--- config.mk ---
export PLATFORM = sky130hd
export DESIGN_NAME = gpca_iter_unit
export DESIGN_NICKNAME = d
export VERILOG_FILES = /design/src/rtl/gpca_pkg.sv /design/src/rtl/gpca_row.sv /design/src/rtl/gpca_iter_unit.sv
export SDC_FILE = /design/constraint.sdc
export NUM_CORES = 1
export LEC_CHECK = 0
export ABC_AREA = 1
export BUFFER_PORTS_ARGS = -buffer_cell sky130_fd_sc_hd__buf_2
export CAP_MARGIN = 40
export CORE_ASPECT_RATIO = 1.75
export CORE_MARGIN = 2
export CORE_UTILIZATION = 25
export CTS_CLUSTER_DIAMETER = 100
export DETAILED_ROUTE_END_ITERATION = 10
export PLACE_DENSITY = 0.37
export SLEW_MARGIN = 20
export SYNTH_ARGS = -nofsm -noshare
export SYNTH_HDL_FRONTEND = slang
export SYNTH_HIERARCHICAL = 1
export SYNTH_SLANG_ARGS = --single-unit
--- constraint.sdc ---
create_clock -name clk -period 6.7 [get_ports clk]
set_input_delay 1.34 -clock clk [delete_from_list [all_inputs] [get_ports clk]]
set_output_delay 1.34 -clock clk [all_outputs]
set_load 0.005 [all_outputs]
--- src/rtl/gpca_pkg.sv ---
// Shared encodings for the iterative general-purpose cellular array unit.
package gpca_pkg;

  typedef enum logic [1:0] {
    OP_MUL  = 2'b00,
    OP_SQR  = 2'b01,
    OP_SQRT = 2'b10,
    OP_DIV  = 2'b11
  } op_e;

  typedef enum logic [1:0] {
    StIdle = 2'b00,
    StRun  = 2'b01,
    StDone = 2'b10
  } state_e;

endpackage

--- src/rtl/gpca_row.sv ---
// One combinational array row: shift-add, non-restoring root or restoring divide step.
module gpca_row
  import gpca_pkg::*;
#(
  parameter int unsigned W = 9
) (
  input  op_e              mode,
  input  logic [2*W-1:0]   acc,
  input  logic [W+2:0]     part,
  input  logic [W-1:0]     root,
  input  logic [W-1:0]     opnd,
  output logic [2*W-1:0]   acc_nx,
  output logic [W+2:0]     part_nx,
  output logic             qbit
);

  localparam int unsigned PW = W + 3;

  logic [W:0]    mul_sum;
  logic [PW-1:0] sq_shift;
  logic [PW-1:0] sq_next;
  logic [W:0]    dv_t;
  logic [W:0]    dv_diff;
  logic          dv_ge;

  always_comb begin
    acc_nx  = acc;
    part_nx = part;
    qbit    = 1'b0;

    mul_sum  = {1'b0, acc[2*W-1:W]} + {1'b0, (acc[0] ? opnd : {W{1'b0}})};

    // Partial remainder is two's complement; its sign picks subtract or add.
    sq_shift = {part[W:0], acc[2*W-1 -: 2]};
    sq_next  = part[PW-1] ? (sq_shift + {1'b0, root, 2'b11})
                          : (sq_shift - {1'b0, root, 2'b01});

    dv_t    = {part[W-1:0], acc[2*W-1]};
    dv_ge   = (dv_t >= {1'b0, opnd});
    dv_diff = dv_t - {1'b0, opnd};

    unique case (mode)
      OP_MUL, OP_SQR: begin
        acc_nx = {mul_sum, acc[W-1:1]};
      end
      OP_SQRT: begin
        acc_nx  = acc << 2;
        part_nx = sq_next;
        qbit    = ~sq_next[PW-1];
      end
      OP_DIV: begin
        acc_nx  = acc << 1;
        part_nx = {2'b00, (dv_ge ? dv_diff : dv_t)};
        qbit    = dv_ge;
      end
      default: ;
    endcase
  end

endmodule

--- src/rtl/gpca_iter_unit.sv ---
// Sequential cellular array: one row per clock for MUL/SQR/SQRT/DIV with ready/valid.
module gpca_iter_unit
  import gpca_pkg::*;
#(
  parameter int unsigned W = 9
) (
  input  logic             clk,
  input  logic             rst_n,
  input  logic             in_valid,
  output logic             in_ready,
  input  logic [1:0]       op,
  input  logic [2*W-1:0]   opa,
  input  logic [W-1:0]     opb,
  output logic             out_valid,
  input  logic             out_ready,
  output logic [2*W-1:0]   res,
  output logic [W:0]       rem,
  output logic             dz,
  output logic             ovf
);

  localparam int unsigned PW = W + 3;
  localparam int unsigned CW = $clog2(W);

  state_e          state;
  op_e             mode_q;
  logic [CW-1:0]   cnt;
  logic [2*W-1:0]  acc_q;
  logic [PW-1:0]   part_q;
  logic [W-1:0]    quo_q;
  logic [W-1:0]    opnd_q;
  logic            dz_q;
  logic            ovf_q;

  logic [2*W-1:0]  acc_nx;
  logic [PW-1:0]   part_nx;
  logic            qbit;
  logic [W-1:0]    q_nx;
  logic [W:0]      sq_fix;
  logic [2*W-1:0]  res_nx;
  logic [W:0]      rem_nx;

  gpca_row #(.W(W)) u_row (
    .mode    (mode_q),
    .acc     (acc_q),
    .part    (part_q),
    .root    (quo_q),
    .opnd    (opnd_q),
    .acc_nx  (acc_nx),
    .part_nx (part_nx),
    .qbit    (qbit)
  );

  // Result formatting for the final row, including the root remainder correction.
  always_comb begin
    q_nx   = {quo_q[W-2:0], qbit};
    sq_fix = part_nx[W:0] + {q_nx, 1'b1};
    res_nx = '0;
    rem_nx = '0;
    unique case (mode_q)
      OP_MUL, OP_SQR: res_nx = acc_nx;
      OP_SQRT: begin
        res_nx = {{W{1'b0}}, q_nx};
        rem_nx = part_nx[PW-1] ? sq_fix : part_nx[W:0];
      end
      OP_DIV: begin
        if (dz_q || ovf_q) begin
          res_nx = '1;
        end else begin
          res_nx = {{W{1'b0}}, q_nx};
          rem_nx = {1'b0, part_nx[W-1:0]};
        end
      end
      default: ;
    endcase
  end

  always_ff @(posedge clk) begin
    if (!rst_n) begin
      state     <= StIdle;
      mode_q    <= OP_MUL;
      cnt       <= '0;
      acc_q     <= '0;
      part_q    <= '0;
      quo_q     <= '0;
      opnd_q    <= '0;
      dz_q      <= 1'b0;
      ovf_q     <= 1'b0;
      in_ready  <= 1'b1;
      out_valid <= 1'b0;
      res       <= '0;
      rem       <= '0;
      dz        <= 1'b0;
      ovf       <= 1'b0;
    end else begin
      unique case (state)
        StIdle: begin
          if (in_valid) begin
            state    <= StRun;
            in_ready <= 1'b0;
            cnt      <= CW'(W - 1);
            mode_q   <= op_e'(op);
            part_q   <= '0;
            quo_q    <= '0;
            dz_q     <= (op_e'(op) == OP_DIV) && (opb == '0);
            ovf_q    <= (op_e'(op) == OP_DIV) && (opb != '0) && (opa[2*W-1:W] >= opb);
            unique case (op_e'(op))
              OP_MUL: begin
                acc_q  <= {{W{1'b0}}, opb};
                opnd_q <= opa[W-1:0];
              end
              OP_SQR: begin
                acc_q  <= {{W{1'b0}}, opa[W-1:0]};
                opnd_q <= opa[W-1:0];
              end
              OP_SQRT: begin
                acc_q  <= opa;
                opnd_q <= '0;
              end
              OP_DIV: begin
                acc_q  <= {opa[W-1:0], {W{1'b0}}};
                part_q <= {3'b000, opa[2*W-1:W]};
                opnd_q <= opb;
              end
              default: ;
            endcase
          end
        end
        StRun: begin
          acc_q  <= acc_nx;
          part_q <= part_nx;
          quo_q  <= q_nx;
          cnt    <= cnt - 1'b1;
          if (cnt == '0) begin
            state     <= StDone;
            out_valid <= 1'b1;
            res       <= res_nx;
            rem       <= rem_nx;
            dz        <= dz_q;
            ovf       <= ovf_q;
          end
        end
        StDone: begin
          if (out_ready) begin
            state     <= StIdle;
            out_valid <= 1'b0;
            in_ready  <= 1'b1;
          end
        end
        default: state <= StIdle;
      endcase
    end
  end

endmodule
==> results, run 1 <==
- The run finished with clean final reports.
- The static leakage is 3.53 nW.
- Clock skew on the completed layout was measured at 11.4 ps.
- The slowest stage of the critical path is the sky130_fd_sc_hd__dfxtp_1 cell.
- The total of buffers placed on input and output ports is 64.
- Setup repair after global routing left no endpoint under its margin.
- The number of antenna diodes is 0.
- A synthesized cell averages between 6 and 7 um^2.
- In this run the critical register-to-register path is launched from part_q[11]$_SDFFE_PN0P_.
- The placed wire-length estimate is 22,700 um.
- The period utilization is 53.8%.
- After the last flow step, the layout net total stands at 1,192.
- The count of pins over their slew limit is 0.
- The CTS tree is yes.
- The die covers 0.0289 mm^2.
- The count of synthesis-stage warnings from yosys is 6.
- The floorplan die width is 129 um.
- The delay of the slowest cell on the worst path is 700 ps.
- The min-delay analysis places its worst path in the category reg2reg.
- Timing analysis after detailed placement gives a worst setup slack of 3120 ps.
- On the critical path the largest part of the delay comes from simple AND/OR/NAND/NOR gates.
- The number of cells in the design after placement is between 1,000 and 1,500.
- The library cell used most frequently in the layout, excluding fill and tap cells, is sky130_fd_sc_hd__nand2_1.
- CTS built an H-tree with a depth of 3.
- The startpoint type of the worst setup path is a flip-flop.
- Walking the worst path, the cells encountered are xnor2_1 -> ha_1 -> nand2_1 -> nor2_1 -> nand3_1 -> nand3_1 -> nand2_1 -> nand3_1 -> nand2_1 -> ha_1 -> nand2_1 -> o21bai_1 -> nand2_1 -> nand2_1 -> nand2_1 -> nand3_1 -> nand2_1 -> a21oi_1.
- Sequential cells burn between 30% and 40% of the power.
- The total of endpoints with negative setup slack in the final report is 0.
- In this run the cell area of the synthesized design comes to 0.00688 mm^2.
- The post-route worst hold slack is 462 ps.
- Summed over all layers, the routed wires come to 29,200 um.
- In this design, the critical path's most frequently occurring cell is sky130_fd_sc_hd__nand2_1.
- The signal arrival time at the worst endpoint is 3910 ps.
- Across the run, the number of max-cap violations was 0.
- The first global-routing pass estimated 43,900 um of wire.
- The worst setup slack for register-to-register paths is 3090 ps.
- In this run the worst setup path terminates at rem[5]$_SDFFE_PN0P_.
- The upper clock frequency limit is 0.277 GHz.
- The critical path starts at part_q[11]$_SDFFE_PN0P_.
- The cell count of the worst reg-to-reg path is 18.
- The number of global-route vias before repair came to 7,353.
- The core region is 0.0272 mm^2.
- The root buffer cell is sky130_fd_sc_hd__clkbuf_16.
- In this run, the clock network consumes 32.9% of the power.
- For this run, the detailed router's first-pass iteration total came to 5.
- Using the TritonRoute via totals, the vias-per-cell ratio works out to 4.90.
- In this run the remaining antenna-violating nets after routing total 0.
- The number of standard cells in the final layout excluding fillers is between 1,000 and 1,500.
- From synthesis to final layout, the design area changed by 13.7%.
- The total count of hold-check failures in the final report came to 0.
- Cell internal power was estimated by the tool at 1.15 mW.
- The number of nets handed over by synthesis was 1,157.
- Buffers added to address setup during post-CTS repair amount to 0.
- The number of gates resized after CTS was 0.
- For this configuration, the core starts out at a cell density of 25.3%.
- Clock tree synthesis found a total of 89 sinks.
- The startpoint-to-endpoint class of the critical path is reg2reg.
- The top-level port count is 65.
- The worst-case IR drop observed on VDD is approximately 0.00012 V.
- After floorplanning, the core was divided into 80 placement rows.
- The total of fill cells in the finished design is roughly 3,200.
- The worst path in the final design needs a cycle of 3610 ps, including I/O delays and setup.
- The endpoint class of the critical path is a flip-flop.
- The total congestion overflow is 0.
- Counting every instance in the synthesized netlist gives around 1,100.
- The largest net degree at the start of global routing is 50.
- The headroom to the max-slew limit is between 40% and 50%.
- STA puts the critical path data required time at 7010 ps.
- The total of hold buffers inserted after clock tree synthesis is 0.
- Net switching is roughly 40% of the power.
- In the final layout, the share of cells above drive strength 1 is 10.6%.
- After layout, the worst setup slack is 3090 ps.
- Summed over all nets, the switching power comes to 768 uW.
- In this run the critical register-to-register path is captured at rem[5]$_SDFFE_PN0P_.
- The total track usage is 20.7%.
- The top cell types in the final layout, fill and taps aside, are sky130_fd_sc_hd__nand2_1, sky130_fd_sc_hd__inv_1, sky130_fd_sc_hd__dfxtp_1.
- The aggregate negative setup slack is 0 ps.
- At the later pin of the worst-skew pair, clock insertion delay measures roughly 370 ps.
- The critical path runs through a total of 18 cells.
- The clock transition time at the flip-flop clock pins of the worst setup and hold paths is 80 ps.
- Of all nets on the critical path, the largest fanout is 12.
- Power spread over the standard cell area amounts to between 200 and 250 mW/mm^2.
- The detailed router finished its first iteration with 400 violations.
- Dividing the detail-routed wire length by the instance count gives 19.7 um.
- The number of antenna violations at the first check in global routing came to 0.
- No sink is reached through more buffers than the 2 on the longest clock path.
- The die extent in y is 224 um.
- The detailed-route DRC error count is 0.
- The actual transition at the worst max-transition pin is around 800 ps.
- The final weighted congestion of routability-driven global placement is 0.879.
- The CTS buffer count is 9.
- The routed via count is 7,274.
- Combinational logic burns 35.0% of the power.
- The number of buffers and inverters on the critical path is 0.
power groups by stage:
stage          sequential, mW  clock (mW)  combinational [mW]
5_1_grt                 0.625       0.665               0.757
4_1_cts                 0.620       0.649               0.681
2_1_floorplan           0.614           0               0.481
6_report                0.618       0.632               0.672
3_3_place_gp            0.632           0               0.682
3_5_place_dp            0.631           0               0.679
worst register-to-register path, stage by stage, from the launching register on:
cell and delay [ps]:
sky130_fd_sc_hd__dfxtp_1 700, sky130_fd_sc_hd__xnor2_1 260, sky130_fd_sc_hd__ha_1 410, sky130_fd_sc_hd__nand2_1 140
sky130_fd_sc_hd__nor2_1 190, sky130_fd_sc_hd__nand3_1 180, sky130_fd_sc_hd__nand3_1 150, sky130_fd_sc_hd__nand2_1 60
sky130_fd_sc_hd__nand3_1 100, sky130_fd_sc_hd__nand2_1 200, sky130_fd_sc_hd__ha_1 350, sky130_fd_sc_hd__nand2_1 70
sky130_fd_sc_hd__o21bai_1 250, sky130_fd_sc_hd__nand2_1 140, sky130_fd_sc_hd__nand2_1 80, sky130_fd_sc_hd__nand2_1 50
sky130_fd_sc_hd__nand3_1 60, sky130_fd_sc_hd__nand2_1 60, sky130_fd_sc_hd__a21oi_1 110
registers in the layout, indices dropped and copies added, names as in the netlist:
register   count
dz_q           1
out_valid      1
dz             1
ovf            1
mode_q         2
state          2
res           18
acc_q         18
quo_q          9
opnd_q         9
in_ready       1
rem           10
part_q        11
cnt            4
ovf_q          1
metal layers:
metal | share of wire (%) | track usage (%)
met3 | 2.3 | 2.06
met5 | 0 | 0
met1 | 38 | 21.8
met4 | 5.2 | 11.6
met2 | 55 | 39.0
per-stage QoR:
step           power, mW  utilization [%]  instance area, um^2
2_1_floorplan       1.10                -                 6880
3_3_place_gp        1.31             27.4                 7460
3_5_place_dp        1.31             27.4                 7470
4_1_cts             1.95             28.7                 7820
5_1_grt             2.05             28.7                 7830
6_report            1.92             28.7                 7830
area by class of cell:
class / count / area, um^2 / share of cell area [%]
inverters: 136 / 510 / 6.52
clock inverters: 7 / 126 / 1.61
well taps: 369 / 462 / 5.90
clock buffers: 9 / 225 / 2.88
repair buffers: 70 / 365 / 4.67
multi-input cells: 804 / 4360 / 55.7
flip-flops and latches: 89 / 1780 / 22.8
worst min-delay path by stage:
stage,start,endpoint,slack [ps],depth (start not counted)
global route,cnt[0]$_SDFFE_PN0P_,cnt[0]$_SDFFE_PN0P_,500,2
floorplan,cnt[0]$_SDFFE_PN0P_,cnt[0]$_SDFFE_PN0P_,440,2
global placement,out_valid$_SDFFE_PN0P_,out_valid$_SDFFE_PN0P_,450,2
finish,out_valid$_SDFFE_PN0P_,out_valid$_SDFFE_PN0P_,460,2
CTS,out_valid$_SDFFE_PN0P_,out_valid$_SDFFE_PN0P_,470,2
detailed placement,out_valid$_SDFFE_PN0P_,out_valid$_SDFFE_PN0P_,450,2
Note: power is estimated with default switching activity, not from simulation.
==> inputs of run 2 (changes only) <==
clock period = 3.4 ns   (was 6.7 ns; I/O delays follow)
==> results, run 2 (synthesized netlist as in run 1, its figures left out) <==
- The area growth from synthesis to layout is 17.9%.
- The share of final-layout standard cells stronger than drive strength 1 is 14.3% (+3.7 points).
- The signal arrival time at the worst endpoint came to 3350 ps (-560 ps).
- The upper clock frequency limit was 0.324 GHz (+17%).
- The core outline area is 0.0272 mm^2 (unchanged).
- The capturing point of the worst reg2reg path is rem[4]$_SDFFE_PN0P_.
- The worst setup slack for register-to-register paths is 310 ps (-2780 ps).
- The number of nets in the layout was 1,231 (+3.3%).
- The worst setup path is of the reg2reg kind.
- The minimum clock period is 3090 ps (-522 ps).
- The startpoint of the tightest hold check path is in_ready$_SDFFE_PN1P_.
- The iteration count of the initial detailed-routing pass came to 5 (unchanged).
- The post-placement cell area is 0.00775 mm^2 (+3.9%).
- The total track usage is 21.3% (+0.66 points).
- The detailed-route DRC error count is 0 (unchanged).
- In the layout the commonest cells are sky130_fd_sc_hd__nand2_1, sky130_fd_sc_hd__inv_1, sky130_fd_sc_hd__dfxtp_1.
- The headroom to the max-slew limit is 51.3% (+4.7 points).
- The number of H-tree branching levels is 3 (unchanged).
- The number of global-route vias before repair is 7,711 (+4.9%).
- The tightest min-delay check is of the reg2reg type.
- The total congestion overflow is 0 (unchanged).
- The number of clock sinks is 89 (unchanged).
- In the final layout, the registers with the most flip-flops are acc_q (18), res (18), part_q (11).
- The CTS tree is yes.
- The end of the worst hold path is in_ready$_SDFFE_PN1P_.
- The latest clock arrival within the worst-skew pair came to 370 ps (about the same).
- The number of buffers and inverters on the critical path came to 1 (+1).
- The total area of multi-input combinational cells is 0.00441 mm^2 (+1.1%).
- The post-CTS setup repair buffer count is 0 (unchanged).
- The most frequent standard cell in the layout excluding fill and tap cells is sky130_fd_sc_hd__nand2_1.
- The CTS buffer count is 9 (unchanged).
- The largest net degree at the start of global routing is 39 (-22%).
- The clock transition time at the flip-flop clock pins of the worst setup and hold paths is 80 ps (about the same).
- The average wire per standard cell is 19.5 um (-0.69%).
- The root buffer cell is sky130_fd_sc_hd__clkbuf_16.
- The final weighted congestion of routability-driven global placement came to 0.915 (+4.1%).
- The floorplan die width is 129 um (unchanged).
- The required arrival time at the worst endpoint is 3660 ps (-3350 ps).
- The routed via count is 7,459 (+2.5%).
- The flow ran to the end, and the final reports show no timing, DRC or antenna violations.
- The total of hold buffers inserted after clock tree synthesis came to 0 (unchanged).
- The peak supply drop came to 0.000294 V (+150%).
- The slowest stage of the critical path belongs to the cell sky130_fd_sc_hd__fa_1.
- The via density per instance came to 4.90 (about the same).
- The total of buffers placed on input and output ports is 64 (unchanged).
- The number of antenna violations at the first check in global routing was 0 (unchanged).
- STA classifies the critical path startpoint as a flip-flop.
- The top-level port count is 65 (unchanged).
- The total of endpoints with negative setup slack in the final report is 0 (unchanged).
- The placed wire-length estimate is 23,900 um (+5.4%).
- The die extent in y is 224 um (unchanged).
- The clock tree buffer depth was 2 (unchanged).
- The global-route wire length before repair was 45,700 um (+4.2%).
- Walking the worst path, the cells encountered are buf_4 -> xnor2_1 -> ha_1 -> nand2_1 -> nor2_1 -> nand3_2 -> nand3_1 -> nand2_1 -> nand3_1 -> nand2_2 -> fa_1 -> nand3_1 -> nand2_1 -> xor2_1 -> o21ai_0 -> a21oi_1.
- The endpoint class of the critical path is a flip-flop.
- The total count of hold-check failures in the final report came to 0 (unchanged).
- The final instance area is 0.00811 mm^2 (+3.7%).
- The total area of sequential cells came to 0.00178 mm^2 (about the same).
- The number of cells on the worst hold path is 2 (unchanged).
- The clock skew after layout was 13.0 ps (+1.59 ps).
- The number of routed nets with antenna violations is 0 (unchanged).
- The number of rows in the core area is 80 (unchanged).
- The startpoint identified for the worst register-to-register timing path is part_q[11]$_SDFFE_PN0P_.
- The number of max-cap violations is 0 (unchanged).
- The largest fanout on the critical path is 8 (-4).
- The die area is 0.0289 mm^2 (unchanged).
- The aggregate negative setup slack came to 0 ps (unchanged).
- The power density over the cells is 456 mW/mm^2 (+86%).
- The overall power is 3.70 mW (+92%).
- The count of pins over their slew limit is 0 (unchanged).
- The post-route worst hold slack is 453 ps (-8.87 ps).
- The cell count of the worst reg-to-reg path is 16 (-2).
- The post-CTS resize count came to 0 (unchanged).
- The wire length reported by the detailed router is 29,800 um (+1.9%).
- The cell family contributing the most delay on the critical path is simple AND/OR/NAND/NOR gates.
- Setup repair after global routing left no endpoint under its margin.
- The starting utilization of the core area came to 25.3% (unchanged).
- The total of fill cells in the finished design is 3,186 (+0.70%).
- The static leakage is 3.70 nW (+5.0%).
- The number of antenna diodes is 0 (unchanged).
- The DRC violation total after the first TritonRoute iteration came to 372 (-7.0%).
- The actual transition at the worst max-transition pin is 730 ps (-70.0 ps).
- The delay of the slowest cell on the worst path is 420 ps (-280 ps).
- The period utilization is 90.7% (+37 points).
-- run 2: worst max path at each step --
stage                            start                   to  cells past startpoint  slack [ps]
2_1_floorplan   acc_q[17]$_SDFFE_PN0P_  rem[7]$_SDFFE_PN0P_                     20         550
3_3_place_gp   part_q[11]$_SDFFE_PN0P_  rem[4]$_SDFFE_PN0P_                     15          20
3_5_place_dp   part_q[11]$_SDFFE_PN0P_  rem[7]$_SDFFE_PN0P_                     18          30
4_1_cts        part_q[11]$_SDFFE_PN0P_  rem[5]$_SDFFE_PN0P_                     18           8
5_1_grt        part_q[11]$_SDFFE_PN0P_  rem[8]$_SDFFE_PN0P_                     20          20
6_report       part_q[11]$_SDFFE_PN0P_  rem[4]$_SDFFE_PN0P_                     16         310
-- run 2: power breakdown --
part / switching, mW / total, mW / internal, mW
Combinational: 0.966 / 1.44 / 0.477
Sequential: 0.0770 / 1.21 / 1.13
Clock: 0.531 / 1.05 / 0.518
Total: 1.57 / 3.70 / 2.13
-- run 2: layout make-up --
cell class	instances	share of cell area, %
clock buffer	9	2.78
clock inverter	7	0.864
inverter	136	6.29
multi-input combinational	804	54.3
sequential	89	22.0
tap	369	5.69
timing repair buffer	109	8.11
-- run 2: metrics by stage --
stage	util (%)	std cells	setup slack, ps
floorplan	-	1075	545
global placement	28.5	1506	16.8
detailed placement	28.5	1506	31.9
CTS	29.6	1522	8.20
global route	29.8	1523	16.1
finish	29.8	1523	315
-- run 2: per-layer routing --
layer	global-route usage (%)	wire, um	vias up
met3	1.77	609	47
met1	23.2	11700	3509
li1	-	-	3756
met4	9.43	1100	0
met2	40.8	16400	147
met5	0	0	-
-- run 2: worst reg2reg max path, cell delays in order (launching register included) --
cell	delay, ps
sky130_fd_sc_hd__dfxtp_2	390
sky130_fd_sc_hd__buf_4	200
sky130_fd_sc_hd__xnor2_1	110
sky130_fd_sc_hd__ha_1	380
sky130_fd_sc_hd__nand2_1	130
sky130_fd_sc_hd__nor2_1	190
sky130_fd_sc_hd__nand3_2	140
sky130_fd_sc_hd__nand3_1	120
sky130_fd_sc_hd__nand2_1	50
sky130_fd_sc_hd__nand3_1	90
sky130_fd_sc_hd__nand2_2	120
sky130_fd_sc_hd__fa_1	420
sky130_fd_sc_hd__nand3_1	100
sky130_fd_sc_hd__nand2_1	100
sky130_fd_sc_hd__xor2_1	180
sky130_fd_sc_hd__o21ai_0	180
sky130_fd_sc_hd__a21oi_1	80
